`src/rtl/miniRV_defs.sv`:
```
// Shared definitions for the MEM stage: write-back select codes, wait-counter sizing,
// FSM states and the access-needed decode.
package miniRV_defs;

   typedef enum logic [1:0] {
      WselAluC = 2'd0,
      WselLoad = 2'd1,
      WselPc4  = 2'd2,
      WselExt  = 2'd3
   } wsel_e;

   localparam int unsigned WaitCntW = 8;
   localparam logic [WaitCntW-1:0] WaitTimeout = WaitCntW'(255);

   typedef enum logic {
      StIdle,
      StWait
   } mem_state_e;

   // A store, or a load (write-back of load data), needs the data bus.
   function automatic logic access_needed(input logic ram_we, input logic [1:0] wsel);
      return ram_we | (wsel == WselLoad);
   endfunction

endpackage

```
`src/rtl/mem_access_stage_if.sv`:
```
// Data-bus port of the MEM stage: single outstanding request held until bus_ack.
interface mem_access_stage_if;

   logic        bus_req;
   logic        bus_we;
   logic [31:0] bus_addr;
   logic [31:0] bus_wdata;
   logic [31:0] bus_rdata;
   logic        bus_ack;

   modport master (
      output bus_req,
      output bus_we,
      output bus_addr,
      output bus_wdata,
      input  bus_rdata,
      input  bus_ack
   );

   modport slave (
      input  bus_req,
      input  bus_we,
      input  bus_addr,
      input  bus_wdata,
      output bus_rdata,
      output bus_ack
   );

endinterface

```
`src/rtl/mem_wb_latch.sv`:
```
// MEM/WB pipeline register. A stall inserts a bubble (write enable dropped) while the
// data and destination hold their last values. Writes to x0 are suppressed here.
module mem_wb_latch (
   input  logic        clk_i,
   input  logic        rst_i,
   input  logic        stall_i,
   input  logic [31:0] wd_i,
   input  logic [4:0]  wr_i,
   input  logic        rf_we_i,
   output logic [31:0] wd_o,
   output logic [4:0]  wr_o,
   output logic        rf_we_o
);

   logic [31:0] wd_q, wd_d;
   logic [4:0]  wr_q, wr_d;
   logic        rf_we_q, rf_we_d;

   // Next state: bubble on stall, otherwise capture the MEM-stage result.
   always_comb begin
      wd_d    = wd_q;
      wr_d    = wr_q;
      rf_we_d = 1'b0;
      if (!stall_i) begin
         wd_d    = wd_i;
         wr_d    = wr_i;
         rf_we_d = rf_we_i && (wr_i != 5'd0);
      end
   end

   // State register with asynchronous reset.
   always_ff @(posedge clk_i or posedge rst_i) begin
      if (rst_i) begin
         wd_q    <= '0;
         wr_q    <= '0;
         rf_we_q <= 1'b0;
      end else begin
         wd_q    <= wd_d;
         wr_q    <= wr_d;
         rf_we_q <= rf_we_d;
      end
   end

   assign wd_o    = wd_q;
   assign wr_o    = wr_q;
   assign rf_we_o = rf_we_q;

endmodule

```
`src/rtl/mem_access_stage.sv`:
```
// MEM pipeline stage: issues data-bus accesses, stalls the pipeline until the bus
// acknowledges (or a wait-counter timeout fires), and feeds the MEM/WB register.
module mem_access_stage
   import miniRV_defs::*;
(
   input  logic                      cpu_clk,
   input  logic                      cpu_rst,
   input  logic [31:0]               ALU_C_MEM_in,
   input  logic [31:0]               rD2_MEM_in,
   input  logic [31:0]               ext_MEM_in,
   input  logic [31:0]               pc4_MEM_in,
   input  logic [4:0]                wR_MEM_in,
   input  logic                      rf_we_MEM_in,
   input  logic                      ram_we_MEM_in,
   input  logic [1:0]                rf_wsel_MEM_in,
   mem_access_stage_if.master        bus,
   output logic                      mem_stall,
   output logic [31:0]               wD_MEM_fwd,
   output logic [31:0]               wD_WB_in,
   output logic [4:0]                wR_WB_in,
   output logic                      rf_we_WB_in,
   output logic                      bus_err
);

   mem_state_e          state_q, state_d;
   logic [WaitCntW-1:0] cnt_q, cnt_d;
   logic                err_q, err_d;
   logic                need;
   logic                req;
   logic                timeout;
   logic                complete;
   logic [31:0]         load_data;

   assign need = access_needed(ram_we_MEM_in, rf_wsel_MEM_in);

   // FSM next state, wait counter, sticky error and bus request.
   always_comb begin
      state_d = state_q;
      cnt_d   = cnt_q;
      err_d   = err_q;
      req     = 1'b0;
      timeout = 1'b0;
      case (state_q)
         StIdle: begin
            req = need;
            if (need && !bus.bus_ack) begin
               state_d = StWait;
               cnt_d   = '0;
            end
         end
         StWait: begin
            req = 1'b1;
            // Ack in the final wait cycle still wins over the timeout.
            timeout = (cnt_q == WaitTimeout) && !bus.bus_ack;
            if (bus.bus_ack || timeout) begin
               state_d = StIdle;
            end else begin
               cnt_d = cnt_q + 1'b1;
            end
         end
         default: state_d = StIdle;
      endcase
      if (timeout) begin
         err_d = 1'b1;
      end
      // EX/MEM may still show an access while reset is high; never request then.
      if (cpu_rst) begin
         req = 1'b0;
      end
   end

   // FSM, counter and error flag registers.
   always_ff @(posedge cpu_clk or posedge cpu_rst) begin
      if (cpu_rst) begin
         state_q <= StIdle;
         cnt_q   <= '0;
         err_q   <= 1'b0;
      end else begin
         state_q <= state_d;
         cnt_q   <= cnt_d;
         err_q   <= err_d;
      end
   end

   assign complete  = req && (bus.bus_ack || timeout);
   assign mem_stall = need && !complete;
   assign load_data = (req && bus.bus_ack) ? bus.bus_rdata : 32'h0;

   // Write-back value selection, also used for forwarding.
   always_comb begin
      wD_MEM_fwd = ALU_C_MEM_in;
      case (rf_wsel_MEM_in)
         WselAluC: wD_MEM_fwd = ALU_C_MEM_in;
         WselLoad: wD_MEM_fwd = load_data;
         WselPc4:  wD_MEM_fwd = pc4_MEM_in;
         WselExt:  wD_MEM_fwd = ext_MEM_in;
         default:  wD_MEM_fwd = ALU_C_MEM_in;
      endcase
   end

   assign bus.bus_req   = req;
   assign bus.bus_we    = ram_we_MEM_in;
   assign bus.bus_addr  = ALU_C_MEM_in;
   assign bus.bus_wdata = rD2_MEM_in;
   assign bus_err       = err_q;

   mem_wb_latch u_mem_wb_latch (
      .clk_i   (cpu_clk),
      .rst_i   (cpu_rst),
      .stall_i (mem_stall),
      .wd_i    (wD_MEM_fwd),
      .wr_i    (wR_MEM_in),
      .rf_we_i (rf_we_MEM_in),
      .wd_o    (wD_WB_in),
      .wr_o    (wR_WB_in),
      .rf_we_o (rf_we_WB_in)
   );

endmodule

```
`src/flat_wrapper.sv`:
```
// flat-port wrapper written by rule: the top's interface ports become plain ports
module mem_access_stage_flat import miniRV_defs::*;
  (cpu_clk, cpu_rst, ALU_C_MEM_in, rD2_MEM_in, ext_MEM_in, pc4_MEM_in, wR_MEM_in, rf_we_MEM_in, ram_we_MEM_in, rf_wsel_MEM_in, mem_stall, wD_MEM_fwd, wD_WB_in, wR_WB_in, rf_we_WB_in, bus_err, bus_bus_req, bus_bus_we, bus_bus_addr, bus_bus_wdata, bus_bus_rdata, bus_bus_ack);
  mem_access_stage_if bus_i ();
  input  logic cpu_clk;
  input  logic cpu_rst;
  input  logic [31:0] ALU_C_MEM_in;
  input  logic [31:0] rD2_MEM_in;
  input  logic [31:0] ext_MEM_in;
  input  logic [31:0] pc4_MEM_in;
  input  logic [4:0] wR_MEM_in;
  input  logic rf_we_MEM_in;
  input  logic ram_we_MEM_in;
  input  logic [1:0] rf_wsel_MEM_in;
  output logic mem_stall;
  output logic [31:0] wD_MEM_fwd;
  output logic [31:0] wD_WB_in;
  output logic [4:0] wR_WB_in;
  output logic rf_we_WB_in;
  output logic bus_err;
  output wire logic [$bits(bus_i.bus_req)-1:0] bus_bus_req;
  output wire logic [$bits(bus_i.bus_we)-1:0] bus_bus_we;
  output wire logic [$bits(bus_i.bus_addr)-1:0] bus_bus_addr;
  output wire logic [$bits(bus_i.bus_wdata)-1:0] bus_bus_wdata;
  input wire logic [$bits(bus_i.bus_rdata)-1:0] bus_bus_rdata;
  input wire logic [$bits(bus_i.bus_ack)-1:0] bus_bus_ack;
  assign bus_bus_req = bus_i.bus_req;
  assign bus_bus_we = bus_i.bus_we;
  assign bus_bus_addr = bus_i.bus_addr;
  assign bus_bus_wdata = bus_i.bus_wdata;
  assign bus_i.bus_rdata = bus_bus_rdata;
  assign bus_i.bus_ack = bus_bus_ack;
  mem_access_stage u_core (.cpu_clk(cpu_clk), .cpu_rst(cpu_rst), .ALU_C_MEM_in(ALU_C_MEM_in), .rD2_MEM_in(rD2_MEM_in), .ext_MEM_in(ext_MEM_in), .pc4_MEM_in(pc4_MEM_in), .wR_MEM_in(wR_MEM_in), .rf_we_MEM_in(rf_we_MEM_in), .ram_we_MEM_in(ram_we_MEM_in), .rf_wsel_MEM_in(rf_wsel_MEM_in), .bus(bus_i), .mem_stall(mem_stall), .wD_MEM_fwd(wD_MEM_fwd), .wD_WB_in(wD_WB_in), .wR_WB_in(wR_WB_in), .rf_we_WB_in(rf_we_WB_in), .bus_err(bus_err));
endmodule
```
`config.mk`:
```
export PLATFORM = sky130hd
export DESIGN_NAME = mem_access_stage_flat
export DESIGN_NICKNAME = d
export VERILOG_FILES = /design/src/rtl/miniRV_defs.sv /design/src/rtl/mem_access_stage_if.sv /design/src/rtl/mem_wb_latch.sv /design/src/rtl/mem_access_stage.sv /design/src/flat_wrapper.sv
export SDC_FILE = /design/constraint.sdc
export NUM_CORES = 1
export LEC_CHECK = 0
export BUFFER_PORTS_ARGS = -buffer_cell sky130_fd_sc_hd__buf_2
export CELL_PAD_IN_SITES_DETAIL_PLACEMENT = 0
export CELL_PAD_IN_SITES_GLOBAL_PLACEMENT = 1
export CORE_MARGIN = 3
export CORE_UTILIZATION = 25
export CTS_CLUSTER_DIAMETER = 40
export DETAILED_ROUTE_END_ITERATION = 10
export GPL_TIMING_DRIVEN = 0
export PLACE_DENSITY_LB_ADDON = 0.08
export SYNTH_ARGS = -nofsm -noshare
export SYNTH_HDL_FRONTEND = slang
export SYNTH_SLANG_ARGS = --single-unit
```
`constraint.sdc`:
```
create_clock -name cpu_clk -period 2.2 [get_ports cpu_clk]
set_input_delay 0.22 -clock cpu_clk [delete_from_list [all_inputs] [get_ports cpu_clk]]
set_output_delay 0.22 -clock cpu_clk [all_outputs]
set_load 0.005 [all_outputs]
```
After elaboration in Yosys (flattened, before gate mapping)
Cells that the tools add are included.

Register bits after elaboration: 48. Input bits: 172. Output and inout port bits: 138. Logic and storage cells: 40.

Add/subtract/negate cells: 1. Equality and inequality tests: 6. Mux-type cells: 12. Bitwise gates (word level): 2. Reductions and logical operators: 13.

Operators with widths (count): 32-bit one-hot mux with 4 select lines (1); 32-bit two-way mux (1); 8-bit two-way mux (2); 8-bit one-hot mux with 2 select lines (1); 8-bit by 1-bit adder with 8-bit output (second input constant) (1); 8-bit == test (second input constant) (1); 1-bit logical AND (6); 1-bit two-way mux (5); 5-bit nonzero test (1); 2-bit == test (second input constant) (2); 1-bit one-hot mux with 2 select lines (2); 2-bit by 1-bit == test with 1-bit output (second input constant) (1); 1-bit zero test (2); 2-bit zero test (1); 1-bit logical OR (2); 2-bit by 1-bit inequality test with 1-bit output (second input constant) (1); 2-bit inequality test (second input constant) (1); 2-bit AND reduction (1); 1-bit NOT (1); 1-bit bitwise OR (1).

Longest topological paths before layout
Gate-level depths: netlist of run 1.

Depth after elaboration: 8. Gate-level depth with buffers: 7.

Cells and area by module
Synthesis of run 1 repeated with hierarchy kept, for this count alone.

Cell total of the unflattened synthesis: 394. Area total of the unflattened synthesis: 3681.0 µm².

Modules (own cells, without submodules): mem_access_stage (times used 1, cells an instance 310, area each 2175.8 µm², seq. area each 250.2 µm²); mem_wb_latch (times used 1, cells an instance 84, area each 1505.2 µm², seq. area each 950.9 µm²).

Worst setup path after synthesis of run 1
OpenSTA, ideal clock, no wires.

Kind: input to register. Start point: in cpu_rst. End point: reg u_core.u_mem_wb_latch.wd_q[10] (netlist: u_core.u_mem_wb_latch.wd_o[10]). Data arrival time: 2081 ps. Data required time: 2075 ps. Slack: -6 ps. Stages: 5. Path buffers: 2. Cells stage by stage: inv_1 -> a21o_1 -> buf_6 -> buf_6 -> mux2_4.

Cells in the longest elaborated chain, start to end: 4. Elaborated cells between the ends (all ways): 7. Those cells by class: mux (3); reduce/logical (4).

RTL lines: from (decl) (RTL line flat_wrapper.sv:6) `input logic cpu_rst;`; 1-bit two-way mux (*) (RTL line mem_access_stage.sv:67) `if (cpu_rst) begin`; 1-bit logical AND (on tied branches) (RTL line mem_access_stage.sv:87, mem_access_stage.sv:85); 32-bit two-way mux / 1-bit zero test (equally long branches) (RTL line mem_access_stage.sv:87, mem_access_stage.sv:86); 32-bit one-hot mux with 4 select lines / 1-bit logical AND (equally long branches) (RTL line mem_access_stage.sv:92, mem_access_stage.sv:86); to (signal assigned) (RTL line mem_wb_latch.sv:38) `wd_q <= wd_d;`; to (decl) (RTL line mem_wb_latch.sv:15) `logic [31:0] wd_q, wd_d;`.

Mark *: on every way between the ends. The rest lies on a longest branch, timed or not. A chain may end at the register's enable or synchronous reset.

Worst setup path after layout of run 1
Start point: reg u_core.cnt_q[1]. End point: out mem_stall.

Cells in the longest elaborated chain, start to end: 7.

RTL lines: from (decl) (RTL line mem_access_stage.sv:26) `logic [WaitCntW-1:0] cnt_q, cnt_d;`; from (signal assigned) (RTL line mem_access_stage.sv:80) `cnt_q <= cnt_d;`; 8-bit == test (RTL line mem_access_stage.sv:54) `timeout = (cnt_q == WaitTimeout) && !bus.bus_ack;`; 1-bit logical AND (RTL line mem_access_stage.sv:54); 1-bit two-way mux (RTL line mem_access_stage.sv:43) `case (state_q)`; 1-bit logical OR (RTL line mem_access_stage.sv:85) `assign complete = req && (bus.bus_ack || timeout);`; 1-bit logical AND (RTL line mem_access_stage.sv:85); 1-bit zero test (RTL line mem_access_stage.sv:86) `assign mem_stall = need && !complete;`; 1-bit logical AND (RTL line mem_access_stage.sv:86); to (decl) (RTL line flat_wrapper.sv:15) `output logic mem_stall;`.

No other way between the ends.

==> results of run 1 <==
[worst max-delay path: stages (launching register included)]
cell and delay (ns):
dfrtp_1 0.39, ha_2 0.24, nand4_1 0.14, o21ai_1 0.16
a21o_1 0.23, buf_12 0.20, inv_1 0.05, buf_2 0.12
[state kept, by name, indices dropped and copies added (netlist names)]
name	count
u_core.u_mem_wb_latch.wd_o	32
u_core.cnt_q	8
u_core.u_mem_wb_latch.wr_o	5
u_core.bus_err	1
u_core.state_q	1
u_core.u_mem_wb_latch.rf_we_o	1
[cell usage in the layout, fill, tap and decap left out, types with 4 or more instances in the layout]
master,n
a21o_1,33
a21oi_1,5
a31oi_1,32
buf_2,287
buf_4,70
clkbuf_1,7
clkbuf_16,5
dfrtp_1,48
inv_1,36
mux2_1,5
mux2_2,24
mux2_4,8
nand2_1,69
nor2_1,36
o31ai_1,5
or4_1,4
[routing by layer]
layer / track usage [%] / up-vias / part of all wire, %
li1: - / 1922 / -
met5: 0 / - / 0.049
met3: 3.89 / 8 / 7.0
met1: 20.5 / 1838 / 40
met4: 2.49 / 2 / 0.77
met2: 32.4 / 163 / 52
[how the worst min path moves through the flow]
stage | from | depth (start not counted) | end | slack, ns
finish | cpu_rst | 2 | u_core.u_mem_wb_latch.wd_o[24] | 0.06
global route | cpu_rst | 2 | u_core.u_mem_wb_latch.wd_o[24] | 0.12
CTS | cpu_rst | 2 | u_core.u_mem_wb_latch.wd_o[24] | 0.08
detailed placement | rf_we_MEM_in | 2 | u_core.u_mem_wb_latch.rf_we_o | 0.46
global placement | wR_MEM_in[3] | 2 | u_core.u_mem_wb_latch.wr_o[3] | 0.45
floorplan | cpu_rst | 1 | u_core.bus_err | 0.25
[per-stage QoR]
stage / setup WS, ns / area (sq um) / hold slack [ns] / total power (uW) / setup TNS, ns
final: 0.145 / 5350 / 0.0583 / 2870 / 0
after global routing: 0.0212 / 5350 / 0.118 / 3050 / 0
after global placement: -0.383 / 5170 / 0.451 / 2020 / -10.29
after detailed placement: -0.441 / 5170 / 0.458 / 2030 / -12.48
after CTS: 0.0591 / 5340 / 0.0782 / 2930 / 0
after floorplan: 0.252 / 3570 / 0.254 / 1540 / 0
[repair_timing]
action,4_1_cts,5_1_grt
setup buffers,0,0
gates resized for setup,1,2
gates cloned,1,0
endpoints found under the setup margin,25,1
[where the power goes]
part / switching (uW) / leakage [uW] / internal [uW]
sequential: 64.4 / 0.000595 / 1000
clock: 333 / 0.0000798 / 534
combinational: 424 / 0.00234 / 510
total: 821 / 0.00302 / 2050
[kinds of logic after synthesis]
kind of cell / after synthesis / share of synthesized area [%]
AO/OA/AOI/OAI: 82 / 15.7
adder cells (fa/ha/maj): 1 / 0.351
buffers and inverters: 128 / 21.7
flip-flops: 48 / 33.7
multiplexers: 40 / 13.4
AND/OR/NAND/NOR: 126 / 15.2
[area by class of cell]
class	instances	area, sq um
buffer	90	632
clock buffer	5	125
tap	180	225
timing repair buffer	275	1380
sequential	48	1200
inverter	37	143
clock inverter	3	42.5
multi-input combinational	249	1590
fill	1473	8590
timing repair inverter	1	7.51
==> flow_summary.json, run 1 <==
{
  "status": "finished clean",
  "synth_cells": 425,
  "finalNetCount": 880,
  "grt_max_degree": 26,
  "grt_antenna_before_repair": 1,
  "grtUsageTotal_pct": 17.3,
  "worstMarginPinSlew_ns": 0.637,
  "clock-sinks": 48,
  "cts_buffers": 5,
  "fin_cells": 888,
  "hold_viol": 0,
  "yosysWarnings": 0,
  "fp.dieArea_sq_um": 15700,
  "rows": 43,
  "syn2layout_area_growth_pct": 49.9,
  "hold_buffers": 0,
  "diodes": 0,
  "synth_area_sq_um": 3570,
  "portBuffers": 275,
  "powerDensity_nw_per_um2": 536,
  "dp_hpwl_mm": 11.3,
  "ys_ff_latch": 48,
  "reg2reg_slack_ns": 0.23,
  "crit_required_ns": 1.98,
  "wl_mm": 14.3,
  "slew_viol_final": 0,
  "synth_top_area_cell": "dfrtp_1",
  "gp_congestion": 0.860,
  "grt_pass1_wl_mm": 21.9,
  "finClkSkew_ns": 0.0134,
  "insertion_delay_ns": 0.29,
  "max_freq_mhz": 487,
  "synth_ff_type": "dfrtp_1",
  "max-cap-violations": 0,
  "final_core_util_pct": 38.4,
  "cts-root-buf": "clkbuf_16",
  "syn-num-nets": 598,
  "slew_headroom_pct": 57.5,
  "synthArstFlopShare_pct": 100,
  "synth_edf_count": 0,
  "fp.dieH_um": 125,
  "drtIter0Drc": 117,
  "period_minus_slack_ns": 2.05,
  "cp-endpoint": "mem_stall",
  "synth.avg_cell_area_sq_um": 8.39,
  "yosysMostFrequentCell": "buf_4",
  "rr_endpoint": "u_core.u_mem_wb_latch.wd_o[26]",
  "yosysUniqueCellTypes": 36,
  "leakage_uw": 0.00302,
  "cts_tree": "yes",
  "setup_viol": 0,
  "start_util_pct": 25.6,
  "drive_gt1_share_pct": 56.9,
  "worstPathMaxFanout": 19,
  "cts.path.max_buffers": 2,
  "grt_pass1_vias": 3970,
  "via_per_inst": 4.43,
  "vias": 3933,
  "vdd_drop_max_v": 0.000340,
  "dp_cells": 880,
  "clk_pin_slew_worst_paths_ns": 0.07,
  "r2r_start": "u_core.cnt_q[1]",
  "synth_top_cell_area_share_pct": 33.7,
  "antenna_left": 0,
  "ios": 310,
  "critPathArrivalTime_ns": 1.83,
  "drc_errors": 0,
  "core_sq_um": 13900,
  "gr-total-overflow": 0,
  "hp-class": "input port to async pin",
  "dr.pass1.iters": 4,
  "end_kind": "output pin",
  "r2r_cells": 6,
  "rsz0062_at_grt": "false",
  "yosysSeqAreaShare_pct": 33.7,
  "cts_max_level": 2,
  "crit_type": "flop to output pin",
  "post_drt_wl_per_cell_um": 16.1,
  "die_x_um": 125,
  "period_share_pct": 93.4,
  "synthTopCellsByArea": "dfrtp_1, buf_4, mux2_2",
  "ys_top_cells_by_count": "buf_4, nand2_1, dfrtp_1, inv_1, nor2_1",
  "crit_start": "u_core.cnt_q[1]",
  "cp-start-kind": "flop"
}
(Power assumes the default switching activity.)
==> inputs of run 2 (changes only) <==
==> constraint.sdc (replaced) <==
create_clock -name cpu_clk -period 2.2 [get_ports cpu_clk]
set_input_delay 0.33 -clock cpu_clk [delete_from_list [all_inputs] [get_ports cpu_clk]]
set_output_delay 0.33 -clock cpu_clk [all_outputs]
set_load 0.005 [all_outputs]
==> flow_summary.json, run 2 (synthesized netlist as in run 1, its figures left out) <==
{
  "status": "finished clean",
  "r2r_start": "u_core.cnt_q[1]",
  "cts.path.max_buffers": 2,
  "critPathArrivalTime_ns": 2.21,
  "cts_buffers": 5,
  "dp_hpwl_mm": 11.3,
  "core_sq_um": 13900,
  "nFillCells": 1474,
  "grt_antenna_before_repair": 1,
  "rows": 43,
  "grt.met3_usage_pct": 3.89,
  "dp_cells": 880,
  "portBuffers": 275,
  "rsz0062_at_grt": "false",
  "post_drt_wl_per_cell_um": 16.1,
  "die_x_um": 125,
  "dpl_cell_area_sq_um": 5170,
  "hold_viol": 0,
  "largest_reg_flops": 32,
  "crit_required_ns": 2.36,
  "setup_viol": 0,
  "antenna_left": 0,
  "grtUsageTotal_pct": 17.3,
  "insertion_delay_ns": 0.29,
  "fp.dieArea_sq_um": 15700,
  "drc_errors": 0,
  "start_util_pct": 25.6,
  "cp-start-kind": "flop",
  "crit_type": "flop to flop",
  "worstPathMaxFanout": 10,
  "syn2layout_area_growth_pct": 50.7,
  "finalNetCount": 884,
  "end_kind": "flop",
  "clk_pin_slew_worst_paths_ns": 0.07,
  "powerDensity_nw_per_um2": 535,
  "r2r_cells": 7,
  "ios": 310,
  "cts_max_level": 2,
  "max-cap-violations": 0,
  "final_cell_area_sq_um": 5370,
  "hold_ws_ns": 0.0868,
  "leakage_uw": 0.00303,
  "rr_endpoint": "u_core.u_mem_wb_latch.wd_o[26]",
  "fp.dieH_um": 125,
  "fin_cells": 892,
  "slew_viol_final": 0,
  "cts_tree": "yes",
  "period_share_pct": 92.8,
  "via_per_inst": 4.39,
  "final_cell_mix": "buf_2, buf_4, nand2_1",
  "met2_usage_pct": 32.5,
  "finClkSkew_ns": 0.0124,
  "total_power_uw": 2880,
  "slew_headroom_pct": 55.2,
  "vdd_drop_max_v": 0.000325,
  "drtIter0Drc": 109,
  "max_freq_mhz": 490,
  "hp-class": "input port to async pin",
  "grt_max_degree": 25,
  "gp_congestion": 0.860,
  "hold_buffers": 0,
  "period_minus_slack_ns": 2.04,
  "grt_pass1_wl_mm": 21.9,
  "vias": 3920,
  "cts-root-buf": "clkbuf_16",
  "reg2reg_slack_ns": 0.16,
  "worstMarginPinSlew_ns": 0.672,
  "grt_pass1_vias": 3971,
  "final_common_cell": "buf_2",
  "gr-total-overflow": 0,
  "use_met1_pct": 20.5,
  "dr.pass1.iters": 4,
  "clock-sinks": 48,
  "diodes": 0,
  "drive_gt1_share_pct": 57.2,
  "busiest_layer": "met2",
  "wl_mm": 14.3,
  "final_core_util_pct": 38.6
}
[run 2: area by class of cell]
type | count | area [sq um] | area share (%)
Clock buffer | 5 | 125 | 2.33
Tap cell | 180 | 225 | 4.19
Timing Repair inverter | 2 | 12.5 | 0.233
Timing Repair Buffer | 278 | 1400 | 26.0
Buffer | 90 | 632 | 11.8
Clock inverter | 3 | 42.5 | 0.792
Sequential cell | 48 | 1200 | 22.4
Multi-Input combinational cell | 249 | 1590 | 29.7
Inverter | 37 | 143 | 2.65
[run 2: critical path: stages, from the launching register on]
cell and delay [ns]:
dfrtp_1 0.39, ha_2 0.24, nand4_1 0.14, o21ai_1 0.16, a21o_1 0.22, buf_4 0.13, buf_2 0.26, mux2_2 0.37
[run 2: per-stage QoR]
| step | setup slack [ns] | setup TNS [ns] |
|---|---|---|
| floorplan | 0.142 | 0 |
| global placement | -0.555 | -14.69 |
| detailed placement | -0.614 | -16.88 |
| CTS | 0.00166 | 0 |
| global route | 0.0498 | 0 |
| finish | 0.158 | 0 |
[run 2: worst max path at each step]
stage / start / endpoint / slack (ns) / depth (start not counted)
after detailed placement: cpu_rst / mem_stall / -0.61 / 7
after CTS: u_core.cnt_q[1] / mem_stall / 0.002 / 7
after floorplan: cpu_rst / u_core.u_mem_wb_latch.wd_o[10] / 0.14 / 5
final: u_core.cnt_q[1] / u_core.u_mem_wb_latch.wd_o[26] / 0.16 / 7
after global routing: u_core.cnt_q[1] / mem_stall / 0.05 / 7
after global placement: cpu_rst / mem_stall / -0.56 / 7
[run 2: power breakdown]
group,switching [uW],total [uW],internal (uW)
logic,426,941,515
registers,64.8,1070,1000
clock network,332,867,534
[run 2: layer usage]
layer | part of all wire [%] | up-vias
li1 | - | 1924
met1 | 40 | 1821
met2 | 52 | 165
met3 | 7.1 | 8
met4 | 0.77 | 2
met5 | 0.049 | -
[run 2: repair_timing]
| item | 4_1_cts | 5_1_grt |
|---|---|---|
| gates cloned | 2 | 0 |
| pin swaps | 0 | 0 |
| setup buffers | 0 | 3 |
| gates resized for setup | 3 | 0 |
| endpoints found under the setup margin | 39 | 1 |
==> inputs of run 3 (changes only) <==
CORE_ASPECT_RATIO = 1.5   (was not set)
PLACE_DENSITY_LB_ADDON = 0.1   (was 0.08)
==> flow_summary.json, run 3 (synthesized netlist as in run 1, its figures left out) <==
{
  "wl_mm": 14.2,
  "grt_antenna_before_repair": 0,
  "crit_type": "input port to output pin",
  "cts_buffers": 5,
  "hold_viol": 0,
  "syn2layout_area_growth_pct": 49.9,
  "cp-start-kind": "input port",
  "gr-total-overflow": 0,
  "diodes": 0,
  "portBuffers": 275,
  "insertion_delay_ns": 0.29,
  "start_util_pct": 26.0,
  "end_kind": "output pin",
  "setup_viol": 0,
  "post_drt_wl_per_cell_um": 15.9,
  "antenna_left": 0,
  "final_cell_mix": "buf_2, buf_4, nand2_1",
  "fp.dieArea_sq_um": 15800,
  "dr.pass1.iters": 5,
  "drive_gt1_share_pct": 56.8,
  "hold_ws_ns": 0.0712,
  "gp_congestion": 0.796,
  "core_sq_um": 13700,
  "slew_headroom_pct": 56.6,
  "rows": 52,
  "drtIter0Drc": 86,
  "vdd_drop_max_v": 0.000258,
  "worstMarginPinSlew_ns": 0.648,
  "period_minus_slack_ns": 2.07,
  "finalNetCount": 882,
  "powerDensity_nw_per_um2": 512,
  "grtUsageTotal_pct": 17.1,
  "final_cell_area_sq_um": 5350,
  "ios": 310,
  "dpl_cell_area_sq_um": 5180,
  "status": "finished clean",
  "dp_hpwl_mm": 11.4,
  "critPathArrivalTime_ns": 1.74,
  "max-cap-violations": 0,
  "slew_viol_final": 0,
  "cts-root-buf": "clkbuf_16",
  "vias": 3917,
  "drc_errors": 0,
  "via_per_inst": 4.36,
  "cts.path.max_buffers": 2,
  "die_x_um": 104,
  "grt_pass1_wl_mm": 21.6,
  "clk_pin_slew_worst_paths_ns": 0.06,
  "grt_max_degree": 25,
  "cts_max_level": 2,
  "fp.dieH_um": 152,
  "max_freq_mhz": 482,
  "period_share_pct": 94.3,
  "largest_reg_flops": 32,
  "worstPathMaxFanout": 10,
  "clock-sinks": 48,
  "hp-class": "input port to async pin",
  "hold_buffers": 0,
  "final_common_cell": "buf_2",
  "cts_tree": "yes",
  "finClkSkew_ns": 0.00588,
  "crit_required_ns": 1.87,
  "grt_pass1_vias": 4057,
  "leakage_uw": 0.00301
}
run 3: through the flow:
step           worst slack [ns]  total power [uW]  instances  utilization, %  TNS, ns
5_1_grt                 -0.0118              2910        898            38.9  -0.0118
3_5_place_dp             -0.586              2030        889            37.8   -15.95
6_report                  0.126              2740        898            38.9        0
2_1_floorplan             0.142              1540        425               -        0
3_3_place_gp             -0.558              2020        889            37.8   -14.79
4_1_cts                  0.0147              2790        897            38.7        0
run 3: critical path, cell delays in order:
cell      delay, ns
buf_2          0.16
and4bb_1       0.28
buf_2          0.18
buf_4          0.21
nand2_1        0.07
a31oi_1        0.31
buf_2          0.19
run 3: power breakdown:
group / internal [uW] / switching, uW
Sequential: 1000 / 67.1
Clock: 414 / 319
Combinational: 515 / 418
Total: 1930 / 804
run 3: area by class of cell:
type	instances	area [sq um]
plain buffers	90	632
inverters	37	143
flip-flops and latches	48	1200
repair inverters	2	12.5
well taps	189	236
clock inverters	1	5.00
repair buffers	276	1380
fillers	1491	8380
multi-input cells	249	1600
clock buffers	6	129
run 3: final timing paths:
| path | startpoint | end | slack, ns | cells after the start |
|---|---|---|---|---|
| max | cpu_rst | wD_MEM_fwd[15] | 0.13 | 7 |
| min | cpu_rst | u_core.u_mem_wb_latch.wr_o[0] | 0.07 | 2 |
| max reg2reg | u_core.cnt_q[0] | u_core.u_mem_wb_latch.wd_o[18] | 0.24 | 7 |
| min reg2reg | u_core.bus_err | u_core.bus_err | 0.47 | 1 |
| max in group asynchronous | cpu_rst | u_core.cnt_q[6] | 1.66 | 2 |
| min in group cpu_clk | wR_MEM_in[1] | u_core.u_mem_wb_latch.wr_o[1] | 0.28 | 2 |
run 3: layer usage:
metal | track usage (%) | wire length [um] | vias to the layer above
li1 | - | - | 1919
met3 | 4.37 | 1050 | 11
met4 | 3.55 | 189 | 0
met1 | 18.0 | 5250 | 1795
met5 | 0 | 0 | -
met2 | 33.8 | 7750 | 192
run 3: repair_timing:
action | 4_1_cts | 5_1_grt
hold endpoints to repair | 0 | 0
cloned | 2 | 0
gates resized for setup | 1 | 3
endpoints found under the setup margin | 39 | 1
setup buffers | 0 | 1
